**config.mk**
```make
export PLATFORM = sky130hd
export DESIGN_NAME = forward_kinematics
export DESIGN_NICKNAME = d
export VERILOG_FILES = /design/src/rtl/forward_kinematics.sv
export SDC_FILE = /design/constraint.sdc
export NUM_CORES = 1
export LEC_CHECK = 0
export CORE_UTILIZATION = 60
export DETAILED_ROUTE_END_ITERATION = 12
export GPL_TIMING_DRIVEN = 1
export PLACE_DENSITY = 0.81
export SETUP_SLACK_MARGIN = 0.3
export SYNTH_ARGS = -nofsm -noshare
export SYNTH_HDL_FRONTEND = slang
export SYNTH_SLANG_ARGS = --single-unit
```
**constraint.sdc**
```tcl
create_clock -name clk -period 25 [get_ports clk]
set_input_delay 2.5 -clock clk [delete_from_list [all_inputs] [get_ports clk]]
set_output_delay 2.5 -clock clk [all_outputs]
set_load 0.05 [all_outputs]
```
**src/rtl/forward_kinematics.sv**
```systemverilog
// Sequential forward kinematics for the two-link SCARA arm: one shared multiplier,
// one product per state, quarter-wave Q1.15 sine table.
module forward_kinematics #(
    parameter int XW = 64,
    parameter int YW = 14
) (
    input  logic          clk,
    input  logic          reset,
    input  logic          enable,
    input  logic [7:0]    th1,
    input  logic [7:0]    th2,
    input  logic [13:0]   l1,
    input  logic [13:0]   l2,
    output logic [XW-1:0] x,
    output logic [YW-1:0] y,
    output logic          data_ready
);
    localparam int AW = 18;
    localparam logic signed [AW-1:0] Y_MAX = AW'(2 ** (YW - 1) - 1);
    localparam logic signed [AW-1:0] Y_MIN = AW'(-(2 ** (YW - 1)));

    typedef enum logic [2:0] {IDLE, P0, P1, P2, P3, DONE} state_t;

    state_t               state_q, state_d;
    logic [7:0]           th1_q, th1_d, th2_q, th2_d;
    logic [13:0]          l1_q, l1_d, l2_q, l2_d;
    logic signed [AW-1:0] accx_q, accx_d, accy_q, accy_d;
    logic [XW-1:0]        x_q, x_d;
    logic [YW-1:0]        y_q, y_d;
    logic                 data_ready_q, data_ready_d;

    logic [8:0]           ang1_raw, ang12_raw, ang1_n, ang12_n, ang_sel, ang_c;
    logic                 use_sum, use_cos, trig_neg;
    logic [6:0]           idx;
    logic [15:0]          t_mag;
    logic signed [16:0]   trig;
    logic [13:0]          l_sel;
    logic signed [31:0]   prod;
    logic signed [16:0]   term;
    logic signed [AW-1:0] acc_sum;
    logic [YW-1:0]        y_sat;

    // Angle reduction, operand select and the single shared product.
    // Negative 9-bit angles wrap correctly modulo 512 when 360 is added.
    always_comb begin
        ang1_raw  = {th1_q[7], th1_q};
        ang12_raw = {th1_q[7], th1_q} + {th2_q[7], th2_q};
        ang1_n    = ang1_raw[8] ? ang1_raw + 9'd360 : ang1_raw;
        ang12_n   = ang12_raw[8] ? ang12_raw + 9'd360 : ang12_raw;
        use_sum   = (state_q == P2) || (state_q == P3);
        use_cos   = (state_q == P0) || (state_q == P2);
        ang_sel   = use_sum ? ang12_n : ang1_n;
        ang_c     = ang_sel;
        if (use_cos)
            ang_c = (ang_sel >= 9'd270) ? ang_sel - 9'd270 : ang_sel + 9'd90;

        if (ang_c <= 9'd90) begin
            idx = 7'(ang_c);
            trig_neg = 1'b0;
        end else if (ang_c <= 9'd180) begin
            idx = 7'(9'd180 - ang_c);
            trig_neg = 1'b0;
        end else if (ang_c <= 9'd270) begin
            idx = 7'(ang_c - 9'd180);
            trig_neg = 1'b1;
        end else begin
            idx = 7'(9'd360 - ang_c);
            trig_neg = 1'b1;
        end

        trig    = trig_neg ? -$signed({1'b0, t_mag}) : $signed({1'b0, t_mag});
        l_sel   = use_sum ? l2_q : l1_q;
        prod    = 32'($signed({1'b0, l_sel})) * 32'(trig);
        term    = 17'(prod >>> 15);
        acc_sum = (use_cos ? accx_q : accy_q) + AW'(term);

        if (acc_sum > Y_MAX)
            y_sat = YW'(Y_MAX);
        else if (acc_sum < Y_MIN)
            y_sat = YW'(Y_MIN);
        else
            y_sat = acc_sum[YW-1:0];
    end

    // round(sin(k deg) * 32767), k = 0..90
    always_comb begin
        case (idx)
            7'd0:  t_mag = 16'd0;     7'd1:  t_mag = 16'd572;   7'd2:  t_mag = 16'd1144;  7'd3:  t_mag = 16'd1715;
            7'd4:  t_mag = 16'd2286;  7'd5:  t_mag = 16'd2856;  7'd6:  t_mag = 16'd3425;  7'd7:  t_mag = 16'd3993;
            7'd8:  t_mag = 16'd4560;  7'd9:  t_mag = 16'd5126;  7'd10: t_mag = 16'd5690;  7'd11: t_mag = 16'd6252;
            7'd12: t_mag = 16'd6813;  7'd13: t_mag = 16'd7371;  7'd14: t_mag = 16'd7927;  7'd15: t_mag = 16'd8481;
            7'd16: t_mag = 16'd9032;  7'd17: t_mag = 16'd9580;  7'd18: t_mag = 16'd10126; 7'd19: t_mag = 16'd10668;
            7'd20: t_mag = 16'd11207; 7'd21: t_mag = 16'd11743; 7'd22: t_mag = 16'd12275; 7'd23: t_mag = 16'd12803;
            7'd24: t_mag = 16'd13328; 7'd25: t_mag = 16'd13848; 7'd26: t_mag = 16'd14364; 7'd27: t_mag = 16'd14876;
            7'd28: t_mag = 16'd15383; 7'd29: t_mag = 16'd15886; 7'd30: t_mag = 16'd16384; 7'd31: t_mag = 16'd16876;
            7'd32: t_mag = 16'd17364; 7'd33: t_mag = 16'd17846; 7'd34: t_mag = 16'd18323; 7'd35: t_mag = 16'd18794;
            7'd36: t_mag = 16'd19260; 7'd37: t_mag = 16'd19720; 7'd38: t_mag = 16'd20173; 7'd39: t_mag = 16'd20621;
            7'd40: t_mag = 16'd21062; 7'd41: t_mag = 16'd21497; 7'd42: t_mag = 16'd21925; 7'd43: t_mag = 16'd22347;
            7'd44: t_mag = 16'd22762; 7'd45: t_mag = 16'd23170; 7'd46: t_mag = 16'd23571; 7'd47: t_mag = 16'd23964;
            7'd48: t_mag = 16'd24351; 7'd49: t_mag = 16'd24730; 7'd50: t_mag = 16'd25101; 7'd51: t_mag = 16'd25465;
            7'd52: t_mag = 16'd25821; 7'd53: t_mag = 16'd26169; 7'd54: t_mag = 16'd26509; 7'd55: t_mag = 16'd26841;
            7'd56: t_mag = 16'd27165; 7'd57: t_mag = 16'd27481; 7'd58: t_mag = 16'd27788; 7'd59: t_mag = 16'd28087;
            7'd60: t_mag = 16'd28377; 7'd61: t_mag = 16'd28659; 7'd62: t_mag = 16'd28932; 7'd63: t_mag = 16'd29196;
            7'd64: t_mag = 16'd29451; 7'd65: t_mag = 16'd29697; 7'd66: t_mag = 16'd29934; 7'd67: t_mag = 16'd30162;
            7'd68: t_mag = 16'd30381; 7'd69: t_mag = 16'd30591; 7'd70: t_mag = 16'd30791; 7'd71: t_mag = 16'd30982;
            7'd72: t_mag = 16'd31163; 7'd73: t_mag = 16'd31335; 7'd74: t_mag = 16'd31498; 7'd75: t_mag = 16'd31650;
            7'd76: t_mag = 16'd31794; 7'd77: t_mag = 16'd31927; 7'd78: t_mag = 16'd32051; 7'd79: t_mag = 16'd32165;
            7'd80: t_mag = 16'd32269; 7'd81: t_mag = 16'd32364; 7'd82: t_mag = 16'd32448; 7'd83: t_mag = 16'd32523;
            7'd84: t_mag = 16'd32587; 7'd85: t_mag = 16'd32642; 7'd86: t_mag = 16'd32687; 7'd87: t_mag = 16'd32722;
            7'd88: t_mag = 16'd32747; 7'd89: t_mag = 16'd32762; 7'd90: t_mag = 16'd32767;
            default: t_mag = 16'd0;
        endcase
    end

    // Sequencer: cos terms land in accx (P0, P2), sin terms in accy (P1, P3).
    always_comb begin
        state_d      = state_q;
        th1_d        = th1_q;
        th2_d        = th2_q;
        l1_d         = l1_q;
        l2_d         = l2_q;
        accx_d       = accx_q;
        accy_d       = accy_q;
        x_d          = x_q;
        y_d          = y_q;
        data_ready_d = data_ready_q;
        case (state_q)
            IDLE: if (enable) begin
                th1_d   = th1;
                th2_d   = th2;
                l1_d    = l1;
                l2_d    = l2;
                accx_d  = '0;
                accy_d  = '0;
                state_d = P0;
            end
            P0: if (!enable) state_d = IDLE;
                else begin accx_d = acc_sum; state_d = P1; end
            P1: if (!enable) state_d = IDLE;
                else begin accy_d = acc_sum; state_d = P2; end
            P2: if (!enable) state_d = IDLE;
                else begin accx_d = acc_sum; state_d = P3; end
            P3: if (!enable) state_d = IDLE;
                else begin
                    accy_d       = acc_sum;
                    x_d          = XW'(accx_q);
                    y_d          = y_sat;
                    data_ready_d = 1'b1;
                    state_d      = DONE;
                end
            DONE: if (!enable) begin
                data_ready_d = 1'b0;
                state_d      = IDLE;
            end
            default: state_d = IDLE;
        endcase
    end

    always_ff @(posedge clk) begin
        if (!reset) begin
            state_q      <= IDLE;
            th1_q        <= '0;
            th2_q        <= '0;
            l1_q         <= '0;
            l2_q         <= '0;
            accx_q       <= '0;
            accy_q       <= '0;
            x_q          <= '0;
            y_q          <= '0;
            data_ready_q <= 1'b0;
        end else begin
            state_q      <= state_d;
            th1_q        <= th1_d;
            th2_q        <= th2_d;
            l1_q         <= l1_d;
            l2_q         <= l2_d;
            accx_q       <= accx_d;
            accy_q       <= accy_d;
            x_q          <= x_d;
            y_q          <= y_d;
            data_ready_q <= data_ready_d;
        end
    end

    assign x          = x_q;
    assign y          = y_q;
    assign data_ready = data_ready_q;
endmodule

```
* Yosys cells after proc, flatten, opt, wreduce, memory -nomap -nowiden *
Memory sizes are Yosys's and may differ from the RTL's.
Cells that the tools add are included.

storage, ports and cells
  memory bits (read-only) = 1920
  memories = 1
  input bits = 47
  word-level logic and storage cells = 81
  output and inout port bits = 79
  register bits after elaboration = 116
  latch bits = 0
  RAM bits = 0

operators by class
  shifts and indexed selects = 0
  magnitude comparators = 6
  div/mod/pow operators = 0
  bitwise logic cells = 0
  $mul = 1
  muxes and demuxes = 29
  reductions and logical operators = 14
  equal/unequal tests = 10
  add/subtract/negate cells = 10

memories
  name             words  width  read ports  clocked after Yosys merged registers in  write ports  line  RTL
  (no name shown)  128    15     1           0                                        0            87    case (idx)

operator list
  kind                  number
  $pmux 18 s2           2
  $mux 18               3
  $mux 9                5
  $mux 14               3
  $mul 15x17->32        1
  $mux 7                3
  $add 18x17->18        1
  $add 9x9->9 const B   2
  $gt 18x14->1 const B  1
  $lt 18x14->1 const B  1
  $pmux 3 s6            1
  $mux 17               1
  $neg 16->17           1
  $mux 3                4
  $add 8x8->9           1
  $add 9x7->9 const B   1
  $ge 9x9->1 const B    1
  $le 9x7->1 const B    1
  $le 9x8->1 const B    1
  $le 9x9->1 const B    1
  $reduce_and 3->1      3
  $sub 9x9->9 const B   1
  $sub 6x7->7 const A   1
  $sub 7x6->7 const B   1
  other kinds (14)      29

* Depth between registers and ports, before layout *
Gate-level depths: netlist of run 1.
An unclocked memory read counts as a cell.

  depth in word-level cells = 19
  gate-level depth with buffers = 80

* Least setup slack after synthesis of run 1 *
Ideal clock, no wire load.

  path kind = register -> register
  from = register th2_q[0]
  to = register y_q[10], in the netlist y[10]
  arrival = 15846 ps
  buffers on the path = 4
  setup slack = 9034 ps
  stages on the path, launching flop included = 75
  cell sequence = dfxtp_1 -> ha_1 -> fa_1 -> a211o_1 -> and3_4 -> o41a_1 -> a211o_1 -> a31oi_4 -> nor2_2 -> a2111o_1 -> o31ai_1 -> nor2_2 -> ha_1 -> a222oi_1 -> and4_1 -> nor3_2 -> a31oi_1 -> mux2i_1 -> (+39 left out) -> o21ai_0 -> a21oi_1 -> o21bai_1 -> a21oi_1 -> o21bai_1 -> a21oi_1 -> nor2b_1 -> o21a_1 -> o21ai_0 -> nand2b_1 -> a21oi_1 -> o21bai_1 -> a21oi_1 -> xor2_1 -> xnor3_2 -> a21oi_2 -> buf_4 -> a21oi_1

between the ends
  longest elaborated chain between the ends = 19

RTL lines
  element                                    line  RTL
  start, declared                            25    logic [7:0] th1_q, th1_d, th2_q, th2_d;
  start signal, assigned                     174   th2_q <= th2_d;
  $add 8x8->9 *                              47    ang12_raw = {th1_q[7], th1_q} + {th2_q[7], th2_q};
  $add 9x9->9                                49    ang12_n = ang12_raw[8] ? ang12_raw + 9'd360 : ang12_raw;
  $mux 9 *                                   49
  $mux 9 *                                   52    ang_sel = use_sum ? ang12_n : ang1_n;
  $add 9x7->9, or another cell as far along  55    ang_c = (ang_sel >= 9'd270) ? ang_sel - 9'd270 : ang_sel + 9'd90;
  $mux 9                                     55
  $mux 9 *                                   54    if (use_cos)
  $le 9x9->1, or another cell as far along   63    end else if (ang_c <= 9'd270) begin
  (+3 left out)                              n/a
  $mem_v2 128x15                             n/a
  $neg 16->17                                71    trig = trig_neg ? -$signed({1'b0, t_mag}) : $signed({1'b0, t_mag});
  $mux 17 *                                  71
  $mul 15x17->32 *                           73    prod = 32'($signed({1'b0, l_sel})) * 32'(trig);
  $add 18x17->18 *                           75    acc_sum = (use_cos ? accx_q : accy_q) + AW'(term);
  $lt 18x14->1                               79    else if (acc_sum < Y_MIN)
  $mux 14                                    79
  $mux 14 *                                  77    if (acc_sum > Y_MAX)
  end signal, assigned                       180   y_q <= y_d;
  end, declared                              29    logic [YW-1:0] y_q, y_d;

Mark *: on every way between the ends. The rest lies on a longest branch, timed or not.
A chain may end at the register's enable or synchronous reset.

* Final worst setup path of run 1 *
Ends and elaborated chain as after synthesis.

==> results of run 1 <==
-- cell usage after synthesis (27+ instances only) --
library cell	count	share of area, %
dfxtp_1	116	13
nand2_1	365	7.4
a22oi_1	32	1.3
xnor2_1	35	1.7
nand3_1	27	0.73
mux2i_1	27	1.5
nand2b_1	27	0.91
nor2b_1	62	2.1
inv_1	283	5.7
buf_4	58	2.4
clkbuf_1	80	1.6
o21ai_0	66	1.8
ha_1	119	8.1
fa_1	231	25
nor2_1	175	3.6
a21oi_1	90	2.4
a21boi_0	63	2.6
-- cell families after synthesis --
kind of cell | synth area share (%)
adder cells (fa/ha/maj) | 33.1
AND/OR/NAND/NOR | 19.0
multiplexers | 1.96
buffers and inverters | 10.8
AO/OA/AOI/OAI | 19.4
flip-flops | 12.6
XOR/XNOR | 3.15
-- cell type report --
type / count / area [um^2] / share of cell area, %
Sequential cell: 116 / 2320 / 11.5
Inverter: 288 / 1080 / 5.39
Clock buffer: 17 / 425 / 2.12
Tap cell: 390 / 488 / 2.43
Clock inverter: 15 / 149 / 0.740
Multi-Input combinational cell: 1719 / 14200 / 70.5
Timing Repair Buffer: 153 / 1460 / 7.24
-- registers in the layout (all words and copies together), names as in the netlist --
register,cells
data_ready,1
l1_q,14
l2_q,14
th2_q,8
state_q,3
accx_q,18
y,14
th1_q,8
x,18
accy_q,18
-- per-layer routing --
metal | vias up | wire length (um)
met2 | 836 | 24400
li1 | 7567 | -
met1 | 7964 | 21300
met3 | 185 | 4150
met4 | 0 | 2150
met5 | - | 0
-- report_power, final --
group	internal (mW)	switching, mW	total, mW	leakage (nW)
clock network	0.139	0.0984	0.237	0.265
registers	0.197	0.00992	0.207	0.942
logic	0.632	1.10	1.73	7.72
-- how the worst max path moves through the flow --
stage,start,endpoint,slack (ns),cells after the start
floorplan,th2_q[0]$_SDFFE_PN0P_,y[10]$_SDFFE_PN0P_,9.03,74
finish,th2_q[0]$_SDFFE_PN0P_,y[10]$_SDFFE_PN0P_,5.55,70
global route,th2_q[0]$_SDFFE_PN0P_,y[10]$_SDFFE_PN0P_,4.29,70
global placement,th2_q[0]$_SDFFE_PN0P_,y[12]$_SDFFE_PN0P_,6.90,70
detailed placement,th2_q[0]$_SDFFE_PN0P_,y[12]$_SDFFE_PN0P_,6.09,70
CTS,th2_q[0]$_SDFFE_PN0P_,y[10]$_SDFFE_PN0P_,5.80,70
-- tightest hold or removal path: stages (launching register included) --
cell,delay [ns]
dfxtp_1,0.30
nand2_1,0.04
a21boi_0,0.06
==> flow_summary_export.csv, run 1 <==
group,metric,value,unit
layout,fillCellCount,2432,
worst_hold_path,min_from,"l2_q[4]$_SDFFE_PN0P_",
global_route,grt_pass1_vias,16800,
floorplanning,core.rowCount,63,
place,gp_congestion,0.960,
drt,num_vias,16600,
timing,finalHoldViolCount,0,
place,dp.cells,2666,
global_route,groute.usage.overall,34.0,%
worst_hold_path,hp-class,"reg -> reg",
worst_setup_path,worst_setup_path_end_kind,"register",
worst_setup_path,critical_path_class,"reg -> reg",
clock_tree,cts_resized,0,
drt,wl_per_cell,19.3,um
timing,setup_tns,0,ns
yosys,syn_area,18500,um^2
worst_setup_path,crit_path_max_fanout,23,
yosys,synth-seq-area-share,12.6,%
power,cellPowerDensity,108,nW/um^2
layout,final_cell_mix,"nand2_1, inv_1, fa_1",
timing,finalSetupViolCount,0,
global_route,grtUsageMet3,5.10,%
layout,area_delta_synth_final,8.73,%
global_route,grt_max_degree,119,
worst_setup_path,r2r_cells,70,
timing,period_minus_slack,19.45,ns
layout,nets,2692,
timing,worst_pin_slew,1.17,ns
floorplanning,core_area,30000,um^2
timing,relSlewSlack,22.0,%
drt,wl,52000,um
timing,whs,0.466,ns
worst_setup_path,cp_slowest_stage_delay,0.91,ns
job,cap_viol_max_count,0,
yosys,yosys.cell_types.count,108,
yosys,synthesis.nets,2686,
layout,layout_commonest_cell,"nand2_1",
layout,drive_gt1_share,6.20,%
drt,drc_errors,0,
global_route,busiest_layer,"met2",
worst_setup_path,reg2reg_from,"th2_q[0]$_SDFFE_PN0P_",
global_route,antenna_found_initial,0,
layout,final_cells,2698,
yosys,synth_edf_count,0,
floorplanning,initial_core_util,61.7,%
drt,vias_per_cell,6.13,
place,place_ws,6.09,ns
clock_tree,cts_tree,"built",
worst_setup_path,startpoint_type,"register",
worst_setup_path,cp.required,25.27,ns
status,status,"finished, final reports clean",
drt,drtIter0Drc,1838,
power,power,2.18,mW
worst_setup_path,cpMostUsedCell,"a21oi_1",
power,power_leakage,8.93,nW
clock_tree,cts_buffer_depth,2,
place,io_buffers,125,
place,dp_hpwl,39500,um
yosys,synthCells,2289,
clock_tree,cts_sinks,116,
layout,finalInstanceArea,20100,um^2
worst_hold_path,hold_end,"l2_q[4]$_SDFFE_PN0P_",
drt,ant_nets,0,
worst_setup_path,critical_path_arrival,19.72,ns
yosys,synth-main-ff-cell,"dfxtp_1",
layout,utilization,67.1,%
worst_hold_path,holdPathStages,2,
global_route,use_met1,44.3,%
clock_tree,ctsHoldBuffers,0,
global_route,grtUsageMet2,56.4,%
timing,rsz0062_at_grt,"no",
yosys,yosys_warnings,0,
global_route,grt_pass1_wl,85500,um
timing,worst_clock_skew,0.0131,ns
global_route,grt_overflow,0,
floorplanning,dieWidth,178,um
worst_setup_path,rrSetupSlack,5.55,ns
clock_tree,worstSkewPairLatency,0.41,ns
drt,first_pass_iters,9,
worst_setup_path,crit_family,"compound AO/OA/AOI/OAI gates",
clock_tree,postCtsSetupBuffers,0,
timing,layout_setup_ws,5.55,ns
clock_tree,cts-root-buf,"clkbuf_16",
timing,fin_crit_sh,77.8,%
clock_tree,htree_levels,4,
floorplanning,pin_count,126,
yosys,synthArstFlopShare,0,%
yosys,ys_seq_elements,116,
layout,diodes,0,
yosys,avgSynthCellArea,8.08,um^2
floorplanning,die_height,178,um
worst_setup_path,slowest_stage,"xor2_1",
timing,max_freq,51.4,MHz
floorplanning,dieArea,31500,um^2
power,peakVddDrop,77.4,uV
timing,slew_violations,0,
clock_tree,cts_buffers,17,
worst_setup_path,r2r-end,"y[10]$_SDFFE_PN0P_",
clock_tree,clk_pin_slew,0.06,ns
place,postPlaceCellArea,19500,um^2
worst_setup_path,cp_num_buf_inv,8,
Note: power is estimated with default switching activity, not from simulation.
==> run 2: changes to the inputs <==
==> constraint.sdc (replaced) <==
create_clock -name clk -period 18.2 [get_ports clk]
set_input_delay 1.82 -clock clk [delete_from_list [all_inputs] [get_ports clk]]
set_output_delay 1.82 -clock clk [all_outputs]
set_load 0.05 [all_outputs]
==> flow_summary_export.csv, run 2 (same netlist as run 1, synthesis figures left out) <==
group,metric,value,unit
status,status,"finished, final reports clean",
floorplanning,pin_count,126,
worst_setup_path,crit_start,"th1_q[0]$_SDFFE_PN0P_",
worst_setup_path,rrSetupSlack,0.91,ns
drt,ant_nets,0,
power,power_frac_comb,79.6,%
worst_hold_path,min_from,"x[12]$_SDFFE_PN0P_",
layout,diodes,0,
power,seq_power_share,9.0,%
power,power_leakage,9.14,nW
worst_setup_path,worstSetupEndpoint,"y[3]$_SDFFE_PN0P_",
worst_setup_path,critical_path_arrival,17.59,ns
timing,period_minus_slack,17.29,ns
layout,finalInstanceArea,20600,um^2
timing,relSlewSlack,28.7,%
global_route,grt_pass1_wl,85900,um
timing,whs,0.465,ns
place,dp_hpwl,39800,um
timing,fin_crit_sh,95.0,%
drt,first_pass_iters,6,
worst_setup_path,reg2reg_from,"th1_q[0]$_SDFFE_PN0P_",
power,peakVddDrop,103,uV
clock_tree,htree_levels,4,
power,cellPowerDensity,154,nW/um^2
worst_setup_path,r2r_cells,72,
timing,max_freq,57.8,MHz
floorplanning,initial_core_util,61.7,%
clock_tree,cts_sinks,116,
clock_tree,clk_pin_slew,0.06,ns
drt,vias_per_cell,6.14,
clock_tree,cts_tree,"built",
timing,rsz0062_at_grt,"no",
global_route,grt_max_degree,119,
worst_setup_path,cpMostUsedCell,"fa_1",
timing,finalHoldViolCount,0,
clock_tree,cts_buffers,17,
job,cap_viol_max_count,0,
layout,drive_gt1_share,7.94,%
place,gp_congestion,0.977,
drt,num_vias,16700,
global_route,antenna_found_initial,0,
floorplanning,die_height,178,um
global_route,grt_overflow,0,
place,postPlaceCellArea,19700,um^2
power,p_switching,1.73,mW
timing,finalSetupViolCount,0,
layout,final_cell_mix,"nand2_1, inv_1, fa_1",
place,io_buffers,125,
timing,setup_tns,0,ns
power,p_int,1.44,mW
clock_tree,ctsHoldBuffers,0,
worst_setup_path,critical_path_class,"reg -> reg",
timing,slew_violations,0,
worst_hold_path,hp-class,"reg -> reg",
worst_setup_path,worst_setup_path_end_kind,"register",
worst_setup_path,cp_slowest_stage_delay,0.56,ns
global_route,groute.usage.overall,34.4,%
layout,layout_commonest_cell,"nand2_1",
worst_setup_path,slowest_stage,"fa_1",
clock_tree,worstSkewPairLatency,0.42,ns
timing,worst_clock_skew,0.00697,ns
layout,area_delta_synth_final,11.2,%
drt,wl,53600,um
worst_setup_path,r2r-end,"y[3]$_SDFFE_PN0P_",
power,pwr-share-clk,11.5,%
power,p_sw_share,54.6,%
global_route,grt_pass1_vias,16500,
drt,drtIter0Drc,1584,
floorplanning,dieArea,31500,um^2
clock_tree,cts_buffer_depth,2,
floorplanning,dieWidth,178,um
drt,drc_errors,0,
worst_setup_path,cp.required,18.50,ns
worst_setup_path,startpoint_type,"register",
layout,nets,2717,
timing,worst_pin_slew,1.07,ns
worst_setup_path,crit_path_max_fanout,22,
floorplanning,core.rowCount,63,
clock_tree,cts-root-buf,"clkbuf_16",
power,power,3.17,mW
drt,wl_per_cell,19.7,um
floorplanning,core_area,30000,um^2
-- run 2: cell types whose count changed in the layout (fill, tap and decap cells not counted), moves of 3 or more --
cell / change
a21oi_1: -4
a21oi_2: +3
buf_4: +20
bufinv_16: +4
clkinv_2: +4
clkinv_4: -3
clkinvlp_4: -4
inv_6: -3
-- run 2: power groups by stage --
stage | Sequential, mW | Clock, mW | Combinational, mW
final | 0.284 | 0.364 | 2.52
after global routing | 0.286 | 0.374 | 2.78
after CTS | 0.284 | 0.364 | 2.40
after detailed placement | 0.289 | 0 | 2.38
after global placement | 0.288 | 0 | 2.31
after floorplan | 0.285 | 0 | 1.75
-- run 2: critical path: cells and delay by family (launching register included) --
kind                     cells  cell delay, ns
XOR/XNOR                     3            0.89
flip-flops                   1            0.32
multiplexers                 1            0.28
AND/OR/NAND/NOR             15            2.62
adder cells (fa/ha/maj)     12            4.89
AO/OA/AOI/OAI               32            7.09
buffers and inverters        9            1.05
-- run 2: through the flow --
stage / cells / worst slack, ns / utilization, %
floorplan: 2289 / 2.23 / -
global placement: 2684 / 1.15 / 65.7
detailed placement: 2684 / 0.744 / 65.7
CTS: 2713 / 0.668 / 67.7
global route: 2720 / 0.0947 / 68.6
finish: 2720 / 0.912 / 68.6
-- run 2: layout make-up --
cell class	instances	area, um^2
clock buffer	18	429
clock inverter	11	186
inverter	288	1090
timing repair buffer	175	1620
fill	2363	9400
sequential	116	2320
multi-input combinational	1722	14400
tap	390	488
-- run 2: how the worst min path moves through the flow --
| stage | end | cells past startpoint |
|---|---|---|
| global route | x[12]$_SDFFE_PN0P_ | 2 |
| finish | x[12]$_SDFFE_PN0P_ | 2 |
| detailed placement | accy_q[17]$_SDFFE_PN0P_ | 2 |
| global placement | accy_q[17]$_SDFFE_PN0P_ | 2 |
| floorplan | accy_q[17]$_SDFFE_PN0P_ | 2 |
| CTS | l1_q[4]$_SDFFE_PN0P_ | 2 |
-- run 2: metal layers --
layer  vias up  track usage [%]  share of wire [%]
met5         -                0                  0
met4         0             12.4                3.6
met3       161             5.06                8.1
met2       828             57.7                 48
met1      8105             45.0                 40
li1       7620                -                  -
-- run 2: repair_timing --
| action | CTS | global route |
|---|---|---|
| gates resized for setup | 0 | 38 |
| setup endpoints to repair | 0 | 18 |
| setup buffers | 0 | 3 |
| endpoints found under the hold margin | 0 | 0 |
